`src/rtl/bus_arbiter_pkg.sv`:
```
// bus_arbiter_pkg
// Shared definitions for the bus arbiter slice: FSM state and bus owner
// encodings plus the mem_size access-width codes.
`timescale 1ns/1ps

package bus_arbiter_pkg;

  typedef enum logic {
    ST_IDLE = 1'b0,
    ST_BUS  = 1'b1
  } state_t;

  typedef enum logic {
    OWN_FETCH = 1'b0,
    OWN_MEM   = 1'b1
  } owner_t;

  // Size code 3 is treated as a word access, same as SIZE_WORD.
  localparam logic [1:0] SIZE_BYTE = 2'd0;
  localparam logic [1:0] SIZE_HALF = 2'd1;
  localparam logic [1:0] SIZE_WORD = 2'd2;

endpackage

```
`src/rtl/bus_arbiter_lane_align.sv`:
```
// bus_lane_align
// Purely combinational byte-lane helper.
//   Store side: replicates right-aligned store data across the word and
//   builds the byte strobe from the low address bits and the access size.
//   Load side: picks the byte/half lane out of the read word and zero- or
//   sign-extends it; word loads pass straight through.
// Ports:
//   store_addr_lo  in  2   low address bits of the store
//   store_size     in  2   access size code
//   store_data     in  32  right-aligned store data
//   write_data     out 32  lane-replicated store data
//   write_strobe   out 4   byte enables
//   load_addr_lo   in  2   low address bits of the load
//   load_size      in  2   access size code
//   load_signed    in  1   sign-extend narrow loads
//   read_word      in  32  raw word from the bus
//   load_result    out 32  extracted and extended load value
`timescale 1ns/1ps

module bus_lane_align
  import bus_arbiter_pkg::*;
(
  input  logic [1:0]  store_addr_lo,
  input  logic [1:0]  store_size,
  input  logic [31:0] store_data,
  output logic [31:0] write_data,
  output logic [3:0]  write_strobe,
  input  logic [1:0]  load_addr_lo,
  input  logic [1:0]  load_size,
  input  logic        load_signed,
  input  logic [31:0] read_word,
  output logic [31:0] load_result
);

  logic [7:0]  load_byte;
  logic [15:0] load_half;

  // Store formatting: misaligned halves are forced onto the half boundary
  // by ignoring address bit 0.
  always_comb begin
    write_data   = store_data;
    write_strobe = 4'hF;
    case (store_size)
      SIZE_BYTE: begin
        write_data   = {4{store_data[7:0]}};
        write_strobe = 4'b0001 << store_addr_lo;
      end
      SIZE_HALF: begin
        write_data   = {2{store_data[15:0]}};
        write_strobe = 4'b0011 << {store_addr_lo[1], 1'b0};
      end
      default: begin
        write_data   = store_data;
        write_strobe = 4'hF;
      end
    endcase
  end

  // Load formatting: lane select first, then extension by size.
  always_comb begin
    load_byte   = read_word[7:0];
    load_half   = load_addr_lo[1] ? read_word[31:16] : read_word[15:0];
    load_result = read_word;
    case (load_addr_lo)
      2'd0:    load_byte = read_word[7:0];
      2'd1:    load_byte = read_word[15:8];
      2'd2:    load_byte = read_word[23:16];
      default: load_byte = read_word[31:24];
    endcase
    case (load_size)
      SIZE_BYTE: load_result = load_signed ? {{24{load_byte[7]}}, load_byte}
                                           : {24'h0, load_byte};
      SIZE_HALF: load_result = load_signed ? {{16{load_half[15]}}, load_half}
                                           : {16'h0, load_half};
      default:   load_result = read_word;
    endcase
  end

endmodule

```
`src/rtl/bus_arbiter.sv`:
```
// bus_arbiter
// Arbitrates the pipeline's fetch and data-memory request ports onto one
// external valid/ready word bus. Requests are level-held; each port keeps
// a tag of the request it last issued and a done flag, and reports ready
// while the live request still matches the completed tag. Mem beats fetch.
// Optional watchdog: define BUS_ARBITER_TIMEOUT_EN to abort a bus cycle
// left unanswered for TIMEOUT_CYCLES cycles (completes with data 0 and
// pulses bus_error). Without it the bus waits forever and bus_error is 0.
// Ports:
//   clk, reset (async, active-low)
//   fetch_address/fetch_data/fetch_ready          instruction port
//   mem_address/mem_store_data/mem_size/mem_signed/mem_load/mem_store,
//   mem_load_data/mem_ready                       data port
//   ext_valid/ext_address/ext_write/ext_write_data/ext_write_strobe,
//   ext_ready/ext_read_data                       external word bus
//   bus_error                                     watchdog abort pulse
`timescale 1ns/1ps

module bus_arbiter
  import bus_arbiter_pkg::*;
#(
  parameter int unsigned TIMEOUT_CYCLES = 255
) (
  input  logic        clk,
  input  logic        reset,
  input  logic [31:0] fetch_address,
  output logic [31:0] fetch_data,
  output logic        fetch_ready,
  input  logic [31:0] mem_address,
  input  logic [31:0] mem_store_data,
  input  logic [1:0]  mem_size,
  input  logic        mem_signed,
  input  logic        mem_load,
  input  logic        mem_store,
  output logic [31:0] mem_load_data,
  output logic        mem_ready,
  output logic        ext_valid,
  output logic [31:0] ext_address,
  output logic        ext_write,
  output logic [31:0] ext_write_data,
  output logic [3:0]  ext_write_strobe,
  input  logic        ext_ready,
  input  logic [31:0] ext_read_data,
  output logic        bus_error
);

  state_t      state, next_state;
  owner_t      owner;

  logic [31:0] fetch_tag;
  logic        fetch_done;

  logic [31:0] mem_tag_address;
  logic [31:0] mem_tag_data;
  logic [1:0]  mem_tag_size;
  logic        mem_tag_signed;
  logic        mem_tag_load;
  logic        mem_tag_store;
  logic        mem_done;

  logic        fetch_match, mem_match;
  logic        fetch_pending, mem_pending;
  logic        grant_fetch, grant_mem;
  logic        bus_done, wd_abort;

  logic [31:0] align_write_data;
  logic [3:0]  align_write_strobe;
  logic [31:0] align_load_result;

  // The store side formats the live request (it is captured in IDLE); the
  // load side formats from the tag because the request may have moved on.
  bus_lane_align u_align (
    .store_addr_lo (mem_address[1:0]),
    .store_size    (mem_size),
    .store_data    (mem_store_data),
    .write_data    (align_write_data),
    .write_strobe  (align_write_strobe),
    .load_addr_lo  (mem_tag_address[1:0]),
    .load_size     (mem_tag_size),
    .load_signed   (mem_tag_signed),
    .read_word     (ext_read_data),
    .load_result   (align_load_result)
  );

  // Tag comparison: a port is ready only while its live request equals the
  // request that completed, so a changed request is never acknowledged
  // with a stale result.
  assign fetch_match = (fetch_tag == fetch_address);
  assign mem_match   = (mem_tag_address == mem_address) &&
                       (mem_tag_size    == mem_size) &&
                       (mem_tag_signed  == mem_signed) &&
                       (mem_tag_load    == mem_load) &&
                       (mem_tag_store   == mem_store) &&
                       (mem_tag_data    == mem_store_data);

  assign fetch_pending = !(fetch_done && fetch_match);
  assign mem_pending   = (mem_load || mem_store) && !(mem_done && mem_match);

  assign fetch_ready = fetch_done && fetch_match;
  assign mem_ready   = mem_done && mem_match;

  assign bus_done = (state == ST_BUS) && (ext_ready || wd_abort);

`ifdef BUS_ARBITER_TIMEOUT_EN
  localparam logic [31:0] WD_LAST = 32'(TIMEOUT_CYCLES - 1);

  logic [31:0] wd_count;

  assign wd_abort = ext_valid && !ext_ready && (wd_count == WD_LAST);

  // Watchdog counts consecutive unanswered bus cycles and restarts
  // whenever the bus is answered, idle, or just aborted.
  always_ff @(posedge clk or negedge reset) begin
    if (!reset) begin
      wd_count  <= '0;
      bus_error <= 1'b0;
    end else begin
      bus_error <= wd_abort;
      if (ext_valid && !ext_ready && !wd_abort)
        wd_count <= wd_count + 32'd1;
      else
        wd_count <= '0;
    end
  end
`else
  assign wd_abort  = 1'b0;
  assign bus_error = 1'b0;
`endif

  // State register for the IDLE/BUS controller.
  always_ff @(posedge clk or negedge reset) begin
    if (!reset)
      state <= ST_IDLE;
    else
      state <= next_state;
  end

  // Next-state and grant decode: in IDLE the mem port wins over fetch;
  // BUS is left as soon as the handshake (or a watchdog abort) completes.
  always_comb begin
    next_state  = state;
    grant_mem   = 1'b0;
    grant_fetch = 1'b0;
    case (state)
      ST_IDLE: begin
        if (mem_pending) begin
          grant_mem  = 1'b1;
          next_state = ST_BUS;
        end else if (fetch_pending) begin
          grant_fetch = 1'b1;
          next_state  = ST_BUS;
        end
      end
      ST_BUS: begin
        if (bus_done)
          next_state = ST_IDLE;
      end
      default: next_state = ST_IDLE;
    endcase
  end

  // Datapath: capture request tags and bus outputs on a grant, hold them
  // through BUS, then latch the result and mark the owner done. A store
  // that hits the word of the fetch tag clears fetch_done so modified code
  // is fetched again.
  always_ff @(posedge clk or negedge reset) begin
    if (!reset) begin
      owner            <= OWN_FETCH;
      fetch_tag        <= '0;
      fetch_done       <= 1'b0;
      fetch_data       <= '0;
      mem_tag_address  <= '0;
      mem_tag_data     <= '0;
      mem_tag_size     <= SIZE_BYTE;
      mem_tag_signed   <= 1'b0;
      mem_tag_load     <= 1'b0;
      mem_tag_store    <= 1'b0;
      mem_done         <= 1'b0;
      mem_load_data    <= '0;
      ext_valid        <= 1'b0;
      ext_address      <= '0;
      ext_write        <= 1'b0;
      ext_write_data   <= '0;
      ext_write_strobe <= '0;
    end else begin
      if (grant_mem) begin
        owner            <= OWN_MEM;
        mem_tag_address  <= mem_address;
        mem_tag_data     <= mem_store_data;
        mem_tag_size     <= mem_size;
        mem_tag_signed   <= mem_signed;
        mem_tag_load     <= mem_load;
        mem_tag_store    <= mem_store;
        mem_done         <= 1'b0;
        ext_valid        <= 1'b1;
        ext_address      <= {mem_address[31:2], 2'b00};
        ext_write        <= mem_store;
        ext_write_data   <= mem_store ? align_write_data : 32'h0;
        ext_write_strobe <= mem_store ? align_write_strobe : 4'h0;
      end else if (grant_fetch) begin
        owner            <= OWN_FETCH;
        fetch_tag        <= fetch_address;
        fetch_done       <= 1'b0;
        ext_valid        <= 1'b1;
        ext_address      <= {fetch_address[31:2], 2'b00};
        ext_write        <= 1'b0;
        ext_write_data   <= 32'h0;
        ext_write_strobe <= 4'h0;
      end

      if (bus_done) begin
        ext_valid        <= 1'b0;
        ext_write        <= 1'b0;
        ext_write_data   <= 32'h0;
        ext_write_strobe <= 4'h0;
        if (owner == OWN_FETCH) begin
          fetch_data <= wd_abort ? 32'h0 : ext_read_data;
          fetch_done <= 1'b1;
        end else begin
          if (wd_abort)
            mem_load_data <= 32'h0;
          else if (mem_tag_load && !mem_tag_store)
            mem_load_data <= align_load_result;
          mem_done <= 1'b1;
          if (mem_tag_store && (mem_tag_address[31:2] == fetch_tag[31:2]))
            fetch_done <= 1'b0;
        end
      end
    end
  end

endmodule
```
`config.mk`:
```
export PLATFORM = sky130hd
export DESIGN_NAME = bus_arbiter
export DESIGN_NICKNAME = d
export VERILOG_FILES = /design/src/rtl/bus_arbiter_pkg.sv /design/src/rtl/bus_arbiter_lane_align.sv /design/src/rtl/bus_arbiter.sv
export SDC_FILE = /design/constraint.sdc
export NUM_CORES = 1
export LEC_CHECK = 0
export CORE_UTILIZATION = 40
export CTS_CLUSTER_DIAMETER = 200
export DETAILED_ROUTE_END_ITERATION = 7
export PLACE_DENSITY_LB_ADDON = 0.12
export SYNTH_ARGS = -nofsm -noshare
export SYNTH_HDL_FRONTEND = slang
export SYNTH_SLANG_ARGS = --single-unit
export TNS_END_PERCENT = 100
```
`constraint.sdc`:
```
create_clock -name clk -period 2.23 [get_ports clk]
set_clock_uncertainty 0.15 [all_clocks]
set_input_delay 0.223 -clock clk [delete_from_list [all_inputs] [get_ports clk]]
set_output_delay 0.223 -clock clk [all_outputs]
set_load 0.1 [all_outputs]
```
# Word-level counts from Yosys, hierarchy flattened
# Cells that the tools add are included.
classes:
  eq_ne: 12
  n_shift: 2
  n_mux: 40
  bitwise_logic: 3
  reduce_logical: 22
ops:
  columns: ["op", "count"]
  rows:
  - ["$mux 32", 8]
  - ["$pmux 32 s2", 2]
  - ["$eq 32x32->1", 3]
  - ["$eq 30x30->1", 1]
  - ["$pmux 8 s3", 1]
  - ["$mux 1", 22]
  - ["$mux 16", 1]
  - ["$mux 4", 4]
  - ["$logic_and 1x1->1", 11]
  - ["$pmux 4 s2", 1]
  - ["$eq 2x1->1 const B", 3]
  - ["$logic_not 2->1", 3]
  - ["$reduce_and 2->1", 2]
  - ["$shl 1x2->4 const A", 1]
  - ["$shl 2x2->4 const A", 1]
  - ["$eq 1x1->1", 3]
  - ["$not 1->1", 3]
  - ["$reduce_and 3->1", 1]
  - ["$reduce_bool 3->1", 1]
  - ["$eq 2x2->1", 1]
  - ["$eq 2x2->1 const B", 1]
  - ["$logic_not 1->1", 2]
  - ["$pmux 1 s2", 1]
  - ["$reduce_bool 2->1", 1]
  - ["$logic_or 1x1->1", 1]
word_totals:
  regBits: 239
  output_inout_bits: 137
  wordCells: 97

# Longest topological paths before layout
logic_depth:
  depth_word: 16
  ltp_mapped: 11
  ltp_nobuf: 7

# Cells and area by module
# Synthesis repeated with hierarchy kept, for this count alone.
unflattened:
  cells_unflattened: 953
  area_unflattened_um2: 11891.4
modules_own_cells:
  columns: ["mod", "n_inst", "cells_each", "area_each_um2"]
  rows:
  - ["bus_arbiter", 1, 770, 10618.9]
  - ["bus_lane_align", 1, 183, 1272.5]

# Least setup slack after synthesis
# OpenSTA, ideal clock, no wires.
synth_path:
  kind: "register to register"
  start: "reg fetch_tag[22]"
  end: "reg fetch_tag[10]"
  setup_ns: 0.125
  arrival_time_ns: 4.392
  required_ns: 1.955
  slack_ns: -2.436
  path_stages_with_launch: 9
  path_buffers: 1
  period_less_slack_ns: 4.666
  path_cell_list: "dfrtp_1 xor2_1 nor4_1 nand4_1 nor3_1 nor2_1 o21ai_2 buf_2 mux2_2"
synth_via:
  elab_chain_len: 6
synth_lines:
  columns: ["element", "line_no", "text"]
  rows:
  - ["start, declared", "bus_arbiter.sv:50", "logic [31:0] fetch_tag;"]
  - ["start signal, assigned", "bus_arbiter.sv:202", "fetch_tag <= fetch_address;"]
  - ["$eq 32x32->1", "bus_arbiter.sv:88", "assign fetch_match = (fetch_tag == fetch_address);"]
  - ["$logic_and 1x1->1", null, null]
  - ["net fetch_ready", "bus_arbiter.sv:28", "output logic fetch_ready,"]
  - ["$mux 1", "bus_arbiter.sv:149", "end else if (fetch_pending) begin"]
  - ["$mux 1", "bus_arbiter.sv:146", "if (mem_pending) begin"]
  - ["$mux 1", "bus_arbiter.sv:144", "case (state)"]
  - ["$reduce_and 2->1 (no source line)", null, null]
# The timed path passes the listed nets, and every way through them passes these cells.
# A chain may end at the register's enable or synchronous reset.

# Worst setup path in the final report
layout_path:
  start: "reg mem_tag_data[25]"
  end: "reg ext_write_data[4]"
layout_via:
  elab_chain_len: 9
layout_lines:
  columns: ["element", "line_no", "text"]
  rows:
  - ["start, declared", "bus_arbiter.sv:54", "logic [31:0] mem_tag_data;"]
  - ["start signal, assigned", "bus_arbiter.sv:189", "mem_tag_data <= mem_store_data;"]
  - ["$eq 32x32->1 (*)", "bus_arbiter.sv:94", "(mem_tag_data == mem_store_data);"]
  - ["$logic_and 1x1->1 (*)", "bus_arbiter.sv:93", "(mem_tag_store == mem_store) &&"]
  - ["$logic_and 1x1->1 (*)", "bus_arbiter.sv:97", "assign mem_pending = (mem_load || mem_store) && !(mem_done && mem_match);"]
  - ["$logic_not 1->1 (*)", "bus_arbiter.sv:97", null]
  - ["$logic_and 1x1->1 (*)", "bus_arbiter.sv:97", null]
  - ["$mux 1", "bus_arbiter.sv:146", null]
  - ["$mux 1", "bus_arbiter.sv:144", null]
  - ["$mux 32", "bus_arbiter.sv:186", "if (grant_mem) begin"]
  - ["$mux 32", "bus_arbiter.sv:211", "if (bus_done) begin"]
  - ["end signal, assigned", "bus_arbiter.sv:198", "ext_write_data <= mem_store ? align_write_data : 32'h0;"]
  - ["end, declared", "bus_arbiter.sv:40", "output logic [31:0] ext_write_data,"]
# Every way passes the cells marked *; elsewhere a longest branch is shown, timed or not.

==> out/qor_table.md <==
| Quantity | Reported |
| --- | --- |
| Most used flip-flop cell after synthesis | sky130_fd_sc_hd__dfrtp_1 |
| Post-detailed-route wirelength per cell | 21.3 um |
| Kind of start point of the critical path | flip-flop |
| Failing checks | setup timing |
| Finish-stage setup viols | 175 |
| Number of enable flip-flop cells after synthesis | 0 |
| Length of the first detailed-routing pass in iterations | 5 |
| Clock edge transition at the registers on the reported setup and hold paths | 60 ps |
| Power Dens Cells | 1110 mW/mm^2 |
| Initial DRC Count | 607 |
| IO Port Bufs | 269 |
| Type of the worst setup path | flip-flop to flip-flop |
| Cell accounting for the most synthesized area | sky130_fd_sc_hd__dfrtp_1 |
| Mapped Area | 0.0113 mm^2 |
| Starting density of the core | 40.6% |
| Place WS | -890 ps |
| Maximum Capacitance Violations | 0 |
| WP data arrival | 3250 ps |
| NumNets Final | 1,566 |
| Worst vdd ir | 0.000530 V |
| I/O pin count | 273 |
| Actual slew at the worst max-slew pin | 846 ps |
| Time the final worst path needs with I/O delays and setup | 2930 ps |
| Hold Violations, Final | 0 |
| Share of the clock period used by the worst path | 131% |
| Via total after detailed routing | 9,494 |
| Global router's overall resource usage | 26.8% |
| RSZ-0062 raised after global routing | yes |
| Instance count of the mapped netlist | 932 |
| Number of synthesized register bits | 237 |
| Clock insertion delay at the later pin of the skew report | 540 ps |
| Die span in x | 170 um |
| Placeable core region | 0.0278 mm^2 |
| Endpoint required time on the critical path | 2560 ps |
| CP endpoint kind | flip-flop |
| Top cell types by occurrence after synthesis | sky130_fd_sc_hd__dfrtp_1, sky130_fd_sc_hd__mux2_2, sky130_fd_sc_hd__xor2_1 |
| Root buffer selected by CTS | sky130_fd_sc_hd__clkbuf_16 |
| Total area of sequential cells | 0.00593 mm^2 |
| # DRC | 0 |
| Share of the synthesized area in the top cell type | 52.6% |
| # H-tree levels | 1 |
| TritonCTS Buffers | 28 |
| Global-route congestion overflow total | 0 |
| Placed cell areas | 0.0157 mm^2 |
| Sinks on the clock net | 237 |
| Half-perimeter wire length after placement | 26,400 um |
| Die ar. | 0.0289 mm^2 |
| Most common cell in the synthesized netlist | sky130_fd_sc_hd__dfrtp_1 |
| Worst hold margin | 74.2 ps |
| Clock tree from TritonCTS | yes |
| Share of cells above drive strength 1 | 45.5% |
| Final Wtd Congestion | 0.810 |
| Utilization after layout | 64.7% |
| Path class of the lowest-slack min-delay path | input pin to async pin |
| R2r setup slk | -700 ps |
| Vias in the first global route | 9,730 |
| Async set or reset register ratio after synthesis | 100% |
| Worst-case clock buffer depth | 3 |
| Yosys warning count | 0 |
| Average cell area after synthesis | 12.1 um^2 |
| Mean number of vias per cell | 5.19 |
| Vertical die dimension | 170 um |
| Filler Cell Count | 2,204 |
| Global-route wire length before repair | 58,000 um |
| Status | finished with violations |
| Design Area, Final | 0.0180 mm^2 |
| Final critical-path setup slack | -698 ps |
| Worst Path Max Fanout | 8 |
| Total routed wirelength | 39,000 um |
| Initial antenna violation count | 3 |
| Number of distinct library cells after synthesis | 48 |
| Std-Cell Rows | 61 |
| Top cells by area, synth | sky130_fd_sc_hd__dfrtp_1, sky130_fd_sc_hd__mux2_2, sky130_fd_sc_hd__xor2_1 |
| Fmax achieved | 342 MHz |
| Largest net degree at the start of global routing | 65 |
| Normalized max-slew margin | 43.4% |
| Final count of pins violating max slew | 0 |
| Sequential element share of the synthesized area | 52.6% |
| Synth-to-layout area growth | 59.4% |
| Static leakage power | 8.15 nW |
| Antenna-violating nets left | 0 |
| Combined area of the multi-input logic cells | 0.00559 mm^2 |
## sequential cells by signal (all words and copies together) (netlist names), 2 cells and up
name,cells
fetch_data,32
mem_tag_data,32
mem_tag_address,32
ext_write_data,32
ext_address,30
fetch_tag,32
ext_write_strobe,4
mem_tag_size,2
mem_load_data,32
## layout make-up
type / instances / share of cell area [%]
Sequential cell: 237 / 33.0
Multi-Input combinational cell: 627 / 31.1
Timing Repair Buffer: 516 / 27.3
Clock buffer: 44 / 4.85
Tap cell: 378 / 2.63
Clock inverter: 8 / 0.640
Inverter: 20 / 0.432
Antenna cell: 1 / 0.0139
## cell usage in the layout (no fill, tap or decap), types with 9 or more instances in the layout
| cell type | count |
|---|---|
| sky130_fd_sc_hd__buf_12 | 22 |
| sky130_fd_sc_hd__xnor2_1 | 48 |
| sky130_fd_sc_hd__buf_4 | 316 |
| sky130_fd_sc_hd__xor2_1 | 64 |
| sky130_fd_sc_hd__clkbuf_8 | 9 |
| sky130_fd_sc_hd__mux2i_1 | 25 |
| sky130_fd_sc_hd__nand2_1 | 41 |
| sky130_fd_sc_hd__mux2_4 | 22 |
| sky130_fd_sc_hd__o2bb2ai_2 | 27 |
| sky130_fd_sc_hd__nand2b_1 | 13 |
| sky130_fd_sc_hd__buf_16 | 14 |
| sky130_fd_sc_hd__mux2_2 | 106 |
| sky130_fd_sc_hd__inv_1 | 19 |
| sky130_fd_sc_hd__clkbuf_16 | 30 |
| sky130_fd_sc_hd__nor4_1 | 13 |
| sky130_fd_sc_hd__dfrtp_1 | 236 |
| sky130_fd_sc_hd__nand4_1 | 17 |
| sky130_fd_sc_hd__clkdlybuf4s50_1 | 134 |
| sky130_fd_sc_hd__nor2_1 | 46 |
| sky130_fd_sc_hd__nor3_1 | 9 |
| sky130_fd_sc_hd__buf_6 | 23 |
| sky130_fd_sc_hd__and2_4 | 26 |
| sky130_fd_sc_hd__a221o_1 | 31 |
| sky130_fd_sc_hd__o21ai_0 | 10 |
| sky130_fd_sc_hd__a21oi_1 | 30 |
## through the flow
stage	setup TNS (ps)	instances	total power [W]
floorplan	-63350	934	0.0119
global placement	-118270	1723	0.0146
detailed placement	-134140	1723	0.0147
CTS	-77930	1821	0.0199
global route	-113930	1831	0.0206
finish	-100430	1831	0.0199
## timing repair
item                                    CTS  global route
hold buffers                              1             0
endpoints found under the setup margin  191           199
buffers inserted                         27            18
hold endpoints to repair                182             0
pin swaps                                29            13
gates cloned                             20             2
resized for setup                        83            74
## critical path, cell delays in order (launching register included)
cell                       delay [ps]
sky130_fd_sc_hd__dfrtp_1          400
sky130_fd_sc_hd__xnor2_2          160
sky130_fd_sc_hd__buf_4            150
sky130_fd_sc_hd__nand4_1          170
sky130_fd_sc_hd__nor4_2           360
sky130_fd_sc_hd__nand4_1          200
sky130_fd_sc_hd__buf_4            190
sky130_fd_sc_hd__o221a_4          270
sky130_fd_sc_hd__buf_12           140
sky130_fd_sc_hd__nor3_4           150
sky130_fd_sc_hd__buf_6            150
sky130_fd_sc_hd__buf_12           120
sky130_fd_sc_hd__buf_12           140
sky130_fd_sc_hd__a2bb2o_4         120
## power breakdown
| group | switching (W) | internal, W |
|---|---|---|
| sequential | 0.000605 | 0.00524 |
| combinational | 0.00633 | 0.00288 |
| clock | 0.00183 | 0.00301 |
## cells by family (layout without fill, tap and decap cells)
family          after synthesis  count (layout)  share of synthesized area (%)
compound gates              153             154                           10.5
xor+xnor                    119             119                           9.24
buf+inv                      71             588                           3.27
flops                       237             237                           52.6
mux                         154             154                           15.5
other cells                   1               4                         0.0333
simple gates                197             197                           8.80
## final timing paths
path,depth (start not counted),end,start
hold / removal,2,fetch_tag[14]$_DFFE_PN0P_,reset
setup reg to reg,13,ext_write_data[4]$_DFFE_PN0P_,mem_tag_data[25]$_DFFE_PN0N_
max in group asynchronous,3,ext_write_strobe[3]$_DFFE_PN0P_,reset
hold reg to reg,2,mem_load_data[6]$_DFFE_PN0P_,mem_load_data[6]$_DFFE_PN0P_
setup / recovery,13,ext_write_data[4]$_DFFE_PN0P_,mem_tag_data[25]$_DFFE_PN0N_
min in group clk,3,mem_load_data[22]$_DFFE_PN0P_,ext_read_data[22]
## layer usage
metal | share of wire, % | vias to the layer above | GRT usage, %
met5 | 0.069 | - | 0
met4 | 2.4 | 4 | 7.21
met3 | 5.8 | 65 | 4.07
met2 | 47 | 335 | 43.0
met1 | 45 | 4710 | 37.7
li1 | - | 4380 | -
Note: power is estimated with default switching activity, not from simulation.
